[config.mk]
export PLATFORM = sky130hd
export DESIGN_NAME = arb_requester_flat
export DESIGN_NICKNAME = d
export VERILOG_FILES = /design/src/rtl/arb_requester_pkg.sv /design/src/rtl/arb_requester_if.sv /design/src/rtl/arb_req_channel.sv /design/src/rtl/arb_requester.sv /design/src/flat_wrapper.sv
export SDC_FILE = /design/constraint.sdc
export NUM_CORES = 1
export LEC_CHECK = 0
export CAP_MARGIN = 30
export CORE_AREA = 2 2 79 111
export CTS_CLUSTER_DIAMETER = 30
export DETAILED_ROUTE_END_ITERATION = 10
export DIE_AREA = 0 0 81 113
export MAX_ROUTING_LAYER = met4
export PLACE_DENSITY = 0.67
export SLEW_MARGIN = 15
export SYNTH_ARGS = -nofsm -noshare
export SYNTH_HDL_FRONTEND = slang
export SYNTH_SLANG_ARGS = --single-unit
[constraint.sdc]
create_clock -name clk -period 2.4 [get_ports clk]
set_clock_uncertainty 0.05 [all_clocks]
set_input_delay 0.48 -clock clk [delete_from_list [all_inputs] [get_ports clk]]
set_output_delay 0.48 -clock clk [all_outputs]
set_load 0.02 [all_outputs]
[src/rtl/arb_requester_pkg.sv]
// arb_requester_pkg: shared types and defaults for the requester front end.
// Holds the per-channel FSM encoding and default parameter values.
package arb_requester_pkg;

    localparam int N_DEF       = 4;
    localparam int LEN_W_DEF   = 4;
    localparam int TIMEOUT_DEF = 16;
    localparam int GAP_DEF     = 1;

    typedef enum logic [1:0] {
        ST_IDLE = 2'b00,
        ST_REQ  = 2'b01,
        ST_GAP  = 2'b10,
        ST_ERR  = 2'b11
    } ch_state_e;

endpackage

[src/rtl/arb_requester_if.sv]
// arb_requester_if: bundle between bus-master clients / arbiter and the requester.
// slave: requester side (start, len, grant, clr_err in; req, beat, busy, done,
// timeout_err, gnt_err out). master: the mirror image for clients/arbiter.
interface arb_requester_if
    import arb_requester_pkg::*;
#(
    parameter int N     = N_DEF,
    parameter int LEN_W = LEN_W_DEF
) ();

    logic [N-1:0]       start;
    logic [N*LEN_W-1:0] len;
    logic [N-1:0]       grant;
    logic [N-1:0]       clr_err;
    logic [N-1:0]       req;
    logic [N-1:0]       beat;
    logic [N-1:0]       busy;
    logic [N-1:0]       done;
    logic [N-1:0]       timeout_err;
    logic               gnt_err;

    modport slave (
        input  start, len, grant, clr_err,
        output req, beat, busy, done, timeout_err, gnt_err
    );

    modport master (
        output start, len, grant, clr_err,
        input  req, beat, busy, done, timeout_err, gnt_err
    );

endinterface

[src/rtl/arb_req_channel.sv]
// arb_req_channel: one requester channel (IDLE/REQ/GAP/ERR) with beat, wait
// and gap counters. Ports: clk, rst (sync, active low), start_i, len_i,
// grant_i, clr_err_i in; req_o, busy_o, done_o, timeout_err_o out.
module arb_req_channel
    import arb_requester_pkg::*;
#(
    parameter int LEN_W   = LEN_W_DEF,
    parameter int TIMEOUT = TIMEOUT_DEF,
    parameter int GAP     = GAP_DEF
) (
    input  logic             clk,
    input  logic             rst,
    input  logic             start_i,
    input  logic [LEN_W-1:0] len_i,
    input  logic             grant_i,
    input  logic             clr_err_i,
    output logic             req_o,
    output logic             busy_o,
    output logic             done_o,
    output logic             timeout_err_o
);

    localparam int REM_W  = LEN_W + 1;
    localparam int WCNT_W = $clog2(TIMEOUT) + 1;
    localparam int GAP_W  = (GAP > 1) ? $clog2(GAP) : 1;

    localparam logic [REM_W-1:0]  REM_ONE   = REM_W'(1);
    localparam logic [WCNT_W-1:0] WCNT_LAST = WCNT_W'(TIMEOUT - 1);
    localparam logic [GAP_W-1:0]  GAP_LAST  = GAP_W'((GAP > 0) ? GAP - 1 : 0);

    ch_state_e         state_q, state_d;
    logic [REM_W-1:0]  rem_q, rem_d;
    logic [WCNT_W-1:0] wcnt_q, wcnt_d;
    logic [GAP_W-1:0]  gcnt_q, gcnt_d;
    logic              done_q, done_d;

    always_ff @(posedge clk) begin
        if (!rst) begin
            state_q <= ST_IDLE;
            rem_q   <= '0;
            wcnt_q  <= '0;
            gcnt_q  <= '0;
            done_q  <= 1'b0;
        end else begin
            state_q <= state_d;
            rem_q   <= rem_d;
            wcnt_q  <= wcnt_d;
            gcnt_q  <= gcnt_d;
            done_q  <= done_d;
        end
    end

    always_comb begin
        state_d = state_q;
        rem_d   = rem_q;
        wcnt_d  = wcnt_q;
        gcnt_d  = gcnt_q;
        done_d  = 1'b0;
        unique case (state_q)
            ST_IDLE: begin
                if (start_i) begin
                    rem_d   = {1'b0, len_i} + REM_ONE;
                    wcnt_d  = '0;
                    state_d = ST_REQ;
                end
            end
            ST_REQ: begin
                if (grant_i) begin
                    rem_d  = rem_q - REM_ONE;
                    wcnt_d = '0;
                    if (rem_q == REM_ONE) begin
                        done_d  = 1'b1;
                        gcnt_d  = '0;
                        // With no gap the channel may accept a start right away.
                        state_d = (GAP > 0) ? ST_GAP : ST_IDLE;
                    end
                end else if (wcnt_q == WCNT_LAST) begin
                    state_d = ST_ERR;
                end else begin
                    wcnt_d = wcnt_q + WCNT_W'(1);
                end
            end
            ST_GAP: begin
                if (gcnt_q == GAP_LAST) begin
                    state_d = ST_IDLE;
                end else begin
                    gcnt_d = gcnt_q + GAP_W'(1);
                end
            end
            ST_ERR: begin
                // A start arriving with clr_err is dropped, not queued.
                if (clr_err_i) begin
                    state_d = ST_IDLE;
                end
            end
            default: state_d = ST_IDLE;
        endcase
    end

    assign req_o         = (state_q == ST_REQ);
    assign busy_o        = (state_q != ST_IDLE);
    assign timeout_err_o = (state_q == ST_ERR);
    assign done_o        = done_q;

endmodule

[src/rtl/arb_requester.sv]
// arb_requester: N independent requester channels plus a grant protocol checker.
// Ports: clk, rst (sync, active low), bus (arb_requester_if.slave).
module arb_requester
    import arb_requester_pkg::*;
#(
    parameter int N       = N_DEF,
    parameter int LEN_W   = LEN_W_DEF,
    parameter int TIMEOUT = TIMEOUT_DEF,
    parameter int GAP     = GAP_DEF
) (
    input logic              clk,
    input logic              rst,
    arb_requester_if.slave   bus
);

    logic [N-1:0] req_w;
    logic [N-1:0] busy_w;
    logic [N-1:0] done_w;
    logic [N-1:0] terr_w;
    logic         gnt_bad;
    logic         gnt_err_q, gnt_err_d;

    for (genvar g = 0; g < N; g++) begin : g_ch
        arb_req_channel #(
            .LEN_W   (LEN_W),
            .TIMEOUT (TIMEOUT),
            .GAP     (GAP)
        ) u_ch (
            .clk           (clk),
            .rst           (rst),
            .start_i       (bus.start[g]),
            .len_i         (bus.len[g*LEN_W +: LEN_W]),
            .grant_i       (bus.grant[g]),
            .clr_err_i     (bus.clr_err[g]),
            .req_o         (req_w[g]),
            .busy_o        (busy_w[g]),
            .done_o        (done_w[g]),
            .timeout_err_o (terr_w[g])
        );
    end

    // Violation: a grant without a request, or more than one grant bit.
    always_comb begin
        gnt_bad   = (|(bus.grant & ~req_w)) ||
                    (|(bus.grant & (bus.grant - N'(1))));
        gnt_err_d = gnt_err_q | gnt_bad;
    end

    always_ff @(posedge clk) begin
        if (!rst) begin
            gnt_err_q <= 1'b0;
        end else begin
            gnt_err_q <= gnt_err_d;
        end
    end

    assign bus.req         = req_w;
    assign bus.beat        = req_w & bus.grant;
    assign bus.busy        = busy_w;
    assign bus.done        = done_w;
    assign bus.timeout_err = terr_w;
    assign bus.gnt_err     = gnt_err_q;

endmodule

[src/flat_wrapper.sv]
// flat-port wrapper written by rule: the top's interface ports become plain ports
module arb_requester_flat import arb_requester_pkg::*;
#(
    parameter int N       = N_DEF,
    parameter int LEN_W   = LEN_W_DEF,
    parameter int TIMEOUT = TIMEOUT_DEF,
    parameter int GAP     = GAP_DEF
)
  (clk, rst, bus_start, bus_len, bus_grant, bus_clr_err, bus_req, bus_beat, bus_busy, bus_done, bus_timeout_err, bus_gnt_err);
  arb_requester_if #(.N(N), .LEN_W(LEN_W)) bus_i ();
  input logic clk;
  input logic rst;
  input wire logic [$bits(bus_i.start)-1:0] bus_start;
  input wire logic [$bits(bus_i.len)-1:0] bus_len;
  input wire logic [$bits(bus_i.grant)-1:0] bus_grant;
  input wire logic [$bits(bus_i.clr_err)-1:0] bus_clr_err;
  output wire logic [$bits(bus_i.req)-1:0] bus_req;
  output wire logic [$bits(bus_i.beat)-1:0] bus_beat;
  output wire logic [$bits(bus_i.busy)-1:0] bus_busy;
  output wire logic [$bits(bus_i.done)-1:0] bus_done;
  output wire logic [$bits(bus_i.timeout_err)-1:0] bus_timeout_err;
  output wire logic [$bits(bus_i.gnt_err)-1:0] bus_gnt_err;
  assign bus_i.start = bus_start;
  assign bus_i.len = bus_len;
  assign bus_i.grant = bus_grant;
  assign bus_i.clr_err = bus_clr_err;
  assign bus_req = bus_i.req;
  assign bus_beat = bus_i.beat;
  assign bus_busy = bus_i.busy;
  assign bus_done = bus_i.done;
  assign bus_timeout_err = bus_i.timeout_err;
  assign bus_gnt_err = bus_i.gnt_err;
  arb_requester #(.N(N), .LEN_W(LEN_W), .TIMEOUT(TIMEOUT), .GAP(GAP)) u_core (.clk(clk), .rst(rst), .bus(bus_i));
endmodule
==> flow_metrics.env <==
export IMPL_status="complete, no violations"
export IMPL_die_area_sq_um=9153
export IMPL_cp_start_kind="input port"
export IMPL_grtUsageMet3=0.02632
export IMPL_cts_buffers=5
export IMPL_avgSynthCellArea_sq_um=8.179
export IMPL_finalPower_mw=2.275
export IMPL_clk_pin_slew_ns=0.07
export IMPL_antenna_found_initial=0
export IMPL_cap_violations=0
export IMPL_end_kind="output port"
export IMPL_maxSlewViolCount=0
export IMPL_synth_edf_count=0
export IMPL_core_area_sq_um=8100
export IMPL_gp_congestion=0.8421
export IMPL_grtUsageMet1=0.1880
export IMPL_r2r_slack_ns=0.40
export IMPL_synthCells=391
export IMPL_min_period_over_period=0.9649
export IMPL_grt_use_total=0.1648
export IMPL_num_io_pins=51
export IMPL_rr_worst_depth=7
export IMPL_syn_num_nets=441
export IMPL_fmax_mhz=431.8
export IMPL_maxSlewHeadroom=0.5842
export IMPL_endpoint="bus_beat[2]"
export IMPL_worstMarginPinSlew_ns=0.6230
export IMPL_grt_pass1_vias=2722
export IMPL_routed_wl_microns=7039
export IMPL_die_w_microns=81
export IMPL_hold_viol=0
export IMPL_syn_area_sq_um=3198
export IMPL_worstPathRequired_ns=1.87
export IMPL_finalSetupViolCount=0
export IMPL_initial_core_util=0.3948
export IMPL_wl_per_cell_microns=13.13
export IMPL_min_path_type="register to register"
export IMPL_seq_area_frac_synth=0.3318
export IMPL_cts_resized=1
export IMPL_drt_iter0_markers=110
export IMPL_final_util=0.4816
export IMPL_crit_type="input port to output port"
export IMPL_yosysWarnings=0
export IMPL_fin_cells=536
export IMPL_use_met2=0.2876
export IMPL_powerDensity_nw_per_um2=583.1
export IMPL_postCtsHoldBufs=0
export IMPL_rsz0062_at_grt="no"
export IMPL_p_leak_nw=1.546
export IMPL_cts_sinks=53
export IMPL_yosys_register_bits=53
export IMPL_clkLatencyLatePin_ns=0.29
export IMPL_cts_tree="yes"
export IMPL_ys_flop_type="dfxtp_1"
export IMPL_cts_root_buf="clkbuf_16"
export IMPL_hpwl_microns=5299
export IMPL_top_usage_layer="met2"
export IMPL_nNetsFinal=483
export IMPL_post_place_cells=528
export IMPL_layout_drive_gt1_share=0.09447
export IMPL_async_flop_share=0
export IMPL_num_rows=39
export IMPL_reg2reg_to="u_core.g_ch[2].u_ch.wcnt_q[3]"
export IMPL_cts_setup_buffers=0
export IMPL_crit_fanout=2
export IMPL_antennaDiodeCount=0
export IMPL_gr_total_overflow=0
export IMPL_ir_drop_mv=0.2772
export IMPL_die_y_microns=113
export IMPL_portBuffers=50
export IMPL_drc=0
export IMPL_grt_max_degree=26
export IMPL_period_needed_ns=2.316
export IMPL_h_tree_depth=2
export IMPL_postRouteAntennaNets=0
export IMPL_arrival_ns=1.79
export IMPL_via_per_inst=5.349
export IMPL_cts_buffer_depth=2
export IMPL_fin_setup_tns_ns=0
export IMPL_ys_types=50
export IMPL_reg2reg_from="u_core.g_ch[2].u_ch.wcnt_q[0]"
export IMPL_setup_worst_path_start="bus_grant[2]"
export IMPL_grt_pass1_wl_microns=11850
export IMPL_firstDrtPassIters=4
export IMPL_via_count=2867
export IMPL_syn2layout_area_growth_pct=21.99
==> Yosys cell counts, types with 7 or more instances <==
cell type  count  area (sq um)
and3_1         9         56.30
dfxtp_1       53          1061
nand3_1       12         60.06
nor2_1        39         146.4
a21oi_1       31         155.2
nand2b_1       9         56.30
inv_1         24         90.09
o221a_2        7         78.83
ha_1          20         250.2
nor3_1        15         75.07
buf_4         17         127.6
nand2_1       22         82.58
buf_2          9         45.04
o21ai_0       17         85.08
a21o_1         7         52.55
xnor2_1       10         87.58
==> stage by stage <==
step | area, sq um | setup slack (ns) | hold WS, ns
after detailed placement | 3755 | 0.06526 | 0.4188
after global placement | 3755 | 0.08561 | 0.4048
after global routing | 3901 | 0.03003 | 0.4440
after floorplan | 3198 | 0.5833 | 0.3909
final | 3901 | 0.08415 | 0.4271
after CTS | 3899 | 0.05881 | 0.4288
==> routing by layer <==
| layer | vias to the layer above | routed length [microns] | share of wire |
|---|---|---|---|
| met1 | 1337 | 3107 | 0.44 |
| met5 | - | 0 | 0 |
| met2 | 49 | 3630 | 0.52 |
| met4 | 0 | 66 | 0.0094 |
| met3 | 5 | 235 | 0.033 |
| li1 | 1476 | - | - |
==> cells in the final DEF, fill, tap and decap left out, types with 5 or more instances in the layout <==
cell / count
a21o_1: 7
a21oi_1: 31
and3_1: 9
buf_4: 16
clkbuf_16: 5
clkdlybuf4s50_1: 49
dfxtp_1: 52
ha_1: 20
inv_1: 22
mux2i_1: 6
nand2_1: 22
nand2b_1: 9
nand3_1: 12
nor2_1: 39
nor3_1: 15
o21ai_0: 17
o221a_2: 7
or3_1: 6
xnor2_1: 10
==> worst max-delay path: stages <==
cell             delay, ns
clkdlybuf4s50_1       0.54
and2_1                0.16
clkdlybuf4s50_1       0.61
==> layout make-up <==
cell class              count  area (sq um)
clock buffers               5         125.1
clock inverters             3         17.52
fillers                   796          4199
inverters                  25         93.84
multi-input cells         282          1852
flip-flops and latches     53          1062
well taps                 102         127.6
repair buffers             66         623.1
==> registers in the layout (all words and copies together), names as in the netlist <==
signal                    count
u_core.bus.gnt_err            1
u_core.g_ch.u_ch.wcnt_q      20
u_core.g_ch.u_ch.rem_q       20
u_core.g_ch.u_ch.state_q      8
u_core.g_ch.u_ch.done_o       4
==> how the worst min path moves through the flow <==
stage	end	slack, ns	cells past startpoint	start
final	u_core.g_ch[1].u_ch.rem_q[1]	0.43	2	u_core.g_ch[1].u_ch.rem_q[1]
after global routing	u_core.g_ch[1].u_ch.rem_q[1]	0.44	2	u_core.g_ch[1].u_ch.rem_q[1]
after CTS	u_core.g_ch[1].u_ch.rem_q[1]	0.43	2	u_core.g_ch[1].u_ch.rem_q[1]
after detailed placement	u_core.g_ch[1].u_ch.rem_q[1]	0.42	2	u_core.g_ch[1].u_ch.rem_q[1]
after global placement	u_core.g_ch[1].u_ch.rem_q[1]	0.40	2	u_core.g_ch[1].u_ch.rem_q[1]
after floorplan	u_core.g_ch[0].u_ch.rem_q[1]	0.39	2	u_core.g_ch[0].u_ch.rem_q[1]
==> kinds of logic (layout without fill, tap and decap cells) <==
kind of cell,Yosys count,after routing,synth area share
flops,53,53,0.3318
compound gates,103,103,0.2175
buf+inv,56,99,0.08920
mux,6,6,0.01878
xor+xnor,12,12,0.03286
simple gates,141,141,0.2316
fa+ha+maj,20,20,0.07825
==> report_power, final <==
| part | internal [mW] | switching [mW] |
|---|---|---|
| Sequential | 0.937 | 0.0622 |
| Clock | 0.383 | 0.320 |
| Combinational | 0.271 | 0.302 |
| Total | 1.59 | 0.684 |
No activity file was read; power rests on OpenSTA's default activity.
